$ cat config.mk
export PLATFORM = sky130hd
export DESIGN_NAME = ram_rr_arbiter_flat
export DESIGN_NICKNAME = d
export VERILOG_FILES = /design/src/rtl/ram_rr_arbiter_if.sv /design/src/rtl/ram_rr_arbiter.sv /design/src/flat_wrapper.sv
export SDC_FILE = /design/constraint.sdc
export NUM_CORES = 1
export LEC_CHECK = 0
export ABC_AREA = 1
export CORE_AREA = 3 3 82 84
export CTS_BUF_LIST = sky130_fd_sc_hd__clkbuf_2 sky130_fd_sc_hd__clkbuf_4 sky130_fd_sc_hd__clkbuf_8
export DETAILED_ROUTE_END_ITERATION = 16
export DIE_AREA = 0 0 85 87
export PLACE_DENSITY = 0.79
export SYNTH_ARGS = -nofsm -noshare
export SYNTH_HDL_FRONTEND = slang
export SYNTH_SLANG_ARGS = --single-unit
export TNS_END_PERCENT = 100
$ cat constraint.sdc
create_clock -name clock -period 3.72 [get_ports clock]
set_input_delay 0.372 -clock clock [delete_from_list [all_inputs] [get_ports clock]]
set_output_delay 0.372 -clock clock [all_outputs]
set_load 0.02 [all_outputs]
$ cat src/rtl/ram_rr_arbiter_if.sv
// Bus bundle between the two requesters, the shared RAM and the round-robin arbiter.
// The slave modport is the arbiter's view; master is the environment (requesters plus RAM).
interface ram_rr_arbiter_if #(
  parameter int AWIDTH = 3,
  parameter int DWIDTH = 32
);
  logic              req0_valid;
  logic              req0_ready;
  logic              req0_we;
  logic [AWIDTH-1:0] req0_addr;
  logic [DWIDTH-1:0] req0_wdata;
  logic              rsp0_valid;
  logic [DWIDTH-1:0] rsp0_rdata;

  logic              req1_valid;
  logic              req1_ready;
  logic              req1_we;
  logic [AWIDTH-1:0] req1_addr;
  logic [DWIDTH-1:0] req1_wdata;
  logic              rsp1_valid;
  logic [DWIDTH-1:0] rsp1_rdata;

  logic [AWIDTH-1:0] ram_addr;
  logic [DWIDTH-1:0] ram_din;
  logic              ram_we;
  logic [DWIDTH-1:0] ram_dout;

  modport slave (
    input  req0_valid, req0_we, req0_addr, req0_wdata,
    input  req1_valid, req1_we, req1_addr, req1_wdata,
    input  ram_dout,
    output req0_ready, rsp0_valid, rsp0_rdata,
    output req1_ready, rsp1_valid, rsp1_rdata,
    output ram_addr, ram_din, ram_we
  );

  modport master (
    output req0_valid, req0_we, req0_addr, req0_wdata,
    output req1_valid, req1_we, req1_addr, req1_wdata,
    output ram_dout,
    input  req0_ready, rsp0_valid, rsp0_rdata,
    input  req1_ready, rsp1_valid, rsp1_rdata,
    input  ram_addr, ram_din, ram_we
  );
endinterface

$ cat src/rtl/ram_rr_arbiter.sv
// Round-robin sharing of one synchronous-read RAM between two requesters, with a
// per-owner burst limit and routing of each read result back to its issuer.
module ram_rr_arbiter #(
  parameter int AWIDTH    = 3,
  parameter int DWIDTH    = 32,
  parameter int MAX_BURST = 4
) (
  input logic              clock,
  input logic              reset,
  ram_rr_arbiter_if.slave  bus
);
  localparam int            CW        = (MAX_BURST > 1) ? $clog2(MAX_BURST) : 1;
  localparam logic [CW-1:0] BURST_LIM = CW'(MAX_BURST - 1);

  typedef enum logic [1:0] {
    IDLE = 2'd0,
    OWN0 = 2'd1,
    OWN1 = 2'd2
  } state_t;

  state_t            r_state;
  state_t            w_state_nxt;
  logic              r_last_grant;
  logic [CW-1:0]     r_burst_cnt;
  logic [CW-1:0]     w_burst_nxt;
  logic              r_rsp_pend;
  logic              r_rsp_id;

  logic              w_gnt;
  logic              w_gnt_id;
  logic              w_gnt_ok;
  logic              w_same_owner;
  logic              w_sel_we;
  logic [AWIDTH-1:0] w_sel_addr;
  logic [DWIDTH-1:0] w_sel_din;

  // Burst continuation first, then the requester that did not win last, then the last winner.
  always_comb begin
    w_gnt    = 1'b0;
    w_gnt_id = 1'b0;
    if (r_state == OWN0 && bus.req0_valid && r_burst_cnt < BURST_LIM) begin
      w_gnt    = 1'b1;
      w_gnt_id = 1'b0;
    end else if (r_state == OWN1 && bus.req1_valid && r_burst_cnt < BURST_LIM) begin
      w_gnt    = 1'b1;
      w_gnt_id = 1'b1;
    end else if (r_last_grant ? bus.req0_valid : bus.req1_valid) begin
      w_gnt    = 1'b1;
      w_gnt_id = ~r_last_grant;
    end else if (r_last_grant ? bus.req1_valid : bus.req0_valid) begin
      w_gnt    = 1'b1;
      w_gnt_id = r_last_grant;
    end else begin
      w_gnt    = 1'b0;
      w_gnt_id = 1'b0;
    end
  end

  // Reset forces every outward grant effect low, even while valids are held.
  assign w_gnt_ok = w_gnt & ~reset;

  // Next owner and burst count.
  always_comb begin
    w_state_nxt  = IDLE;
    w_burst_nxt  = '0;
    w_same_owner = 1'b0;
    if (w_gnt) begin
      w_state_nxt  = w_gnt_id ? OWN1 : OWN0;
      w_same_owner = (r_state == w_state_nxt);
      if (w_same_owner) begin
        w_burst_nxt = (r_burst_cnt == BURST_LIM) ? r_burst_cnt : r_burst_cnt + CW'(1);
      end else begin
        w_burst_nxt = '0;
      end
    end else begin
      w_state_nxt = IDLE;
      w_burst_nxt = '0;
    end
  end

  // RAM command mux from the granted requester.
  always_comb begin
    w_sel_we   = 1'b0;
    w_sel_addr = '0;
    w_sel_din  = '0;
    if (w_gnt_ok) begin
      if (w_gnt_id) begin
        w_sel_we   = bus.req1_we;
        w_sel_addr = bus.req1_addr;
        w_sel_din  = bus.req1_wdata;
      end else begin
        w_sel_we   = bus.req0_we;
        w_sel_addr = bus.req0_addr;
        w_sel_din  = bus.req0_wdata;
      end
    end else begin
      w_sel_we   = 1'b0;
      w_sel_addr = '0;
      w_sel_din  = '0;
    end
  end

  assign bus.req0_ready = w_gnt_ok & ~w_gnt_id;
  assign bus.req1_ready = w_gnt_ok &  w_gnt_id;
  assign bus.ram_we     = w_sel_we;
  assign bus.ram_addr   = w_sel_addr;
  assign bus.ram_din    = w_sel_din;

  // Read data is live on ram_dout exactly one cycle after the read accept.
  assign bus.rsp0_valid = r_rsp_pend & ~r_rsp_id;
  assign bus.rsp1_valid = r_rsp_pend &  r_rsp_id;
  assign bus.rsp0_rdata = bus.rsp0_valid ? bus.ram_dout : '0;
  assign bus.rsp1_rdata = bus.rsp1_valid ? bus.ram_dout : '0;

  // Arbitration state and the one-deep pending-response tracker.
  always_ff @(posedge clock or posedge reset) begin
    if (reset) begin
      r_state      <= IDLE;
      r_last_grant <= 1'b1;
      r_burst_cnt  <= '0;
      r_rsp_pend   <= 1'b0;
      r_rsp_id     <= 1'b0;
    end else begin
      r_state     <= w_state_nxt;
      r_burst_cnt <= w_burst_nxt;
      r_rsp_pend  <= w_gnt & ~w_sel_we;
      if (w_gnt) begin
        r_last_grant <= w_gnt_id;
        r_rsp_id     <= w_gnt_id;
      end else begin
        r_last_grant <= r_last_grant;
        r_rsp_id     <= r_rsp_id;
      end
    end
  end

endmodule
$ cat src/flat_wrapper.sv
// flat-port wrapper written by rule: the top's interface ports become plain ports
module ram_rr_arbiter_flat 
#(
  parameter int AWIDTH    = 3,
  parameter int DWIDTH    = 32,
  parameter int MAX_BURST = 4
)
  (clock, reset, bus_req0_valid, bus_req0_we, bus_req0_addr, bus_req0_wdata, bus_req1_valid, bus_req1_we, bus_req1_addr, bus_req1_wdata, bus_ram_dout, bus_req0_ready, bus_rsp0_valid, bus_rsp0_rdata, bus_req1_ready, bus_rsp1_valid, bus_rsp1_rdata, bus_ram_addr, bus_ram_din, bus_ram_we);
  ram_rr_arbiter_if #(.AWIDTH(AWIDTH), .DWIDTH(DWIDTH)) bus_i ();
  input logic clock;
  input logic reset;
  input wire logic [$bits(bus_i.req0_valid)-1:0] bus_req0_valid;
  input wire logic [$bits(bus_i.req0_we)-1:0] bus_req0_we;
  input wire logic [$bits(bus_i.req0_addr)-1:0] bus_req0_addr;
  input wire logic [$bits(bus_i.req0_wdata)-1:0] bus_req0_wdata;
  input wire logic [$bits(bus_i.req1_valid)-1:0] bus_req1_valid;
  input wire logic [$bits(bus_i.req1_we)-1:0] bus_req1_we;
  input wire logic [$bits(bus_i.req1_addr)-1:0] bus_req1_addr;
  input wire logic [$bits(bus_i.req1_wdata)-1:0] bus_req1_wdata;
  input wire logic [$bits(bus_i.ram_dout)-1:0] bus_ram_dout;
  output wire logic [$bits(bus_i.req0_ready)-1:0] bus_req0_ready;
  output wire logic [$bits(bus_i.rsp0_valid)-1:0] bus_rsp0_valid;
  output wire logic [$bits(bus_i.rsp0_rdata)-1:0] bus_rsp0_rdata;
  output wire logic [$bits(bus_i.req1_ready)-1:0] bus_req1_ready;
  output wire logic [$bits(bus_i.rsp1_valid)-1:0] bus_rsp1_valid;
  output wire logic [$bits(bus_i.rsp1_rdata)-1:0] bus_rsp1_rdata;
  output wire logic [$bits(bus_i.ram_addr)-1:0] bus_ram_addr;
  output wire logic [$bits(bus_i.ram_din)-1:0] bus_ram_din;
  output wire logic [$bits(bus_i.ram_we)-1:0] bus_ram_we;
  assign bus_i.req0_valid = bus_req0_valid;
  assign bus_i.req0_we = bus_req0_we;
  assign bus_i.req0_addr = bus_req0_addr;
  assign bus_i.req0_wdata = bus_req0_wdata;
  assign bus_i.req1_valid = bus_req1_valid;
  assign bus_i.req1_we = bus_req1_we;
  assign bus_i.req1_addr = bus_req1_addr;
  assign bus_i.req1_wdata = bus_req1_wdata;
  assign bus_i.ram_dout = bus_ram_dout;
  assign bus_req0_ready = bus_i.req0_ready;
  assign bus_rsp0_valid = bus_i.rsp0_valid;
  assign bus_rsp0_rdata = bus_i.rsp0_rdata;
  assign bus_req1_ready = bus_i.req1_ready;
  assign bus_rsp1_valid = bus_i.rsp1_valid;
  assign bus_rsp1_rdata = bus_i.rsp1_rdata;
  assign bus_ram_addr = bus_i.ram_addr;
  assign bus_ram_din = bus_i.ram_din;
  assign bus_ram_we = bus_i.ram_we;
  ram_rr_arbiter #(.AWIDTH(AWIDTH), .DWIDTH(DWIDTH), .MAX_BURST(MAX_BURST)) u_core (.clock(clock), .reset(reset), .bus(bus_i));
endmodule
==> metrics.cfg <==
[routing]
drc=0
vias_per_cell=4.07
drt_iter0_markers=55
wl_per_cell_um=13.0
final_antenna_net_count=0
wirelength_mm=7.10
drtPass1Iterations=4
num_vias=2224

[global_route]
grt_pass1_vias=2198
grt_pass1_wl_mm=10.9
antenna_found_initial=0
overflow=0
grt_max_degree=37
grt.total_usage=0.180

[sta]
hold_violations=0
rsz0062_at_grt=no
fin_crit_ps=2910
fin_worst_skew_ps=1.15
finalSetupViolations=0
drv_slew=0
tightest_slew_ps=1070
period_share=0.782
slew_headroom=0.287
max_freq_ghz=0.344
setup_tns_ps=0

[clock_network]
cts_resized=0
clk_latency_ps=230
cts_tree=built
root_buffer=clkbuf_8
postCtsHoldBufs=0
cts.sinks=7
clock_path_buffers=2
path_clk_slew_ps=40
numCtsBuffers=3
postCtsSetupRepairBufs=0
htreeDepth=1

[critical_path]
worstPathRequired_ps=3350
critical_path_class=flip-flop to output pin
slowest_delay_ps=600
crit_path_end_kind=output pin
reg2reg_depth=7
slowest_stage=clkdlybuf4s50_1
r2r_start=u_core.r_burst_cnt[0]
start_kind=flip-flop
crit_top_cell=nand2_1
crit_path_cell_trace=ha_1, nor2_1, nand2_1, nand2_2, nand2_4, nor2_8, nand2_1, nand2_1, clkdlybuf4s50_1
worstPathArrival_ps=2540
path_max_fanout=36
startpoint=u_core.r_burst_cnt[0]

[hold_path]
hold_class=flip-flop to flip-flop
min_path_cells=2
worstHoldStart=u_core.r_last_grant

[yosys]
synth_area_sq_um=1330
synth.distinct_cells=18
avgSynthCellArea_sq_um=4.94
synth_top_area_share=0.274
yosysWarnings=0
netlist_instances=269
ys_ff_latch=7
syn-num-nets=378
synth_area_leaders=nand2_1 27%, nor2_1 20%, inv_1 13%, dfrtp_1 11%, nand2_2 9.9%
seq_area_frac_synth=0.133
synth_top_area_cell=nand2_1

[cells_and_area]
final_cells=547
syn_to_final_growth_pct=161
layout-drive-gt1-share=0.0657
insertedDiodeCount=0
nets=582
final_cell_mix=211 x clkdlybuf4s50_1, 97 x nand2_1, 72 x nor2_1, 45 x inv_1, 21 x nand2_2
nFillCells=570
design_area_sq_um=3480
final_common_cell=clkdlybuf4s50_1

[power]
ir_worst_vdd_uv=167
fin_total_pwr_mw=0.978
p_leak_nw=1.68
power.density_nw_per_um2=281

[die]
ios=212
die_y_um=87
core-area_sq_um=5990
rows=28
die_x_um=85
die-area_sq_um=7400
start_util=0.222

[status]
status=complete, no violations

[place]
dp_cells=543
place.gp.congestion=0.814
io_buffers=211
dpl.hpwl_mm=6.06
placed_cell_area_sq_um=3430

[flow_run]
maxCapViolCount=0

## cell families after synthesis
family | after synthesis | share of synthesized area
adder cells (fa/ha/maj) | 1 | 0.00941
buffers and inverters | 58 | 0.213
flip-flops | 7 | 0.133
AO/OA/AOI/OAI | 3 | 0.0113
AND/OR/NAND/NOR | 200 | 0.634
## power by group
part / switching [mW] / total (mW) / internal (mW)
clock: 0.0326 / 0.114 / 0.0814
combinational: 0.394 / 0.762 / 0.367
sequential: 0.00963 / 0.103 / 0.0932
## routing by layer
| layer | GRT usage | up-vias | wire length [um] |
|---|---|---|---|
| met4 | 0.0259 | 0 | 42 |
| li1 | - | 1166 | - |
| met2 | 0.351 | 115 | 3780 |
| met1 | 0.200 | 939 | 2600 |
| met5 | 0 | - | 0 |
| met3 | 0.0416 | 4 | 673 |
## flip-flops by register name (all words and copies together) (netlist names)
name	cells
u_core.r_burst_cnt	2
u_core.r_rsp_id	1
u_core.r_last_grant	1
u_core.r_state	2
u_core.r_rsp_pend	1
## final cells by class
cell class / count / area, sq um / share of cell area
clock buffer: 4 / 48.8 / 0.0140
timing repair buffer: 211 / 2110 / 0.607
tap: 75 / 93.8 / 0.0270
multi-input combinational: 204 / 871 / 0.250
inverter: 46 / 175 / 0.0504
sequential: 7 / 176 / 0.0507
## cell usage after synthesis
cell type and count:
inv_1 45, buf_12 2, nor2_8 1, buf_6 4
ha_1 1, nor2_2 2, nand4_1 1, clkbuf_1 6
nand3b_1 1, dfstp_2 1, nand2_2 21, nand3_1 4
dfrtp_1 6, inv_4 1, nor2_1 72, o21ai_0 3
nand2_1 97, nand2_4 1
## critical path: cells and delay by family, from the launching register on
family	cells	cell delay, ps
adders and majority gates	1	260
buffers and inverters	1	600
DFF	1	390
and+or+nand+nor	7	1050
## through the flow
| step | hold slack (ps) | util | worst slack (ps) |
|---|---|---|---|
| floorplan | 183 | - | 1880 |
| global placement | 469 | 0.572 | 782 |
| detailed placement | 461 | 0.572 | 786 |
| CTS | 474 | 0.580 | 787 |
| global route | 512 | 0.580 | 600 |
| finish | 472 | 0.580 | 812 |
## path summary, 6_finish.rpt
kind / to / slack (ps)
max in group asynchronous: u_core.r_last_grant / 2840
setup / recovery: bus_ram_din[9] / 810
min in group asynchronous: u_core.r_rsp_id / 590
hold / removal: u_core.r_last_grant / 470
hold reg to reg: u_core.r_last_grant / 470
setup reg to reg: u_core.r_rsp_pend / 2360
(Power assumes the default switching activity.)
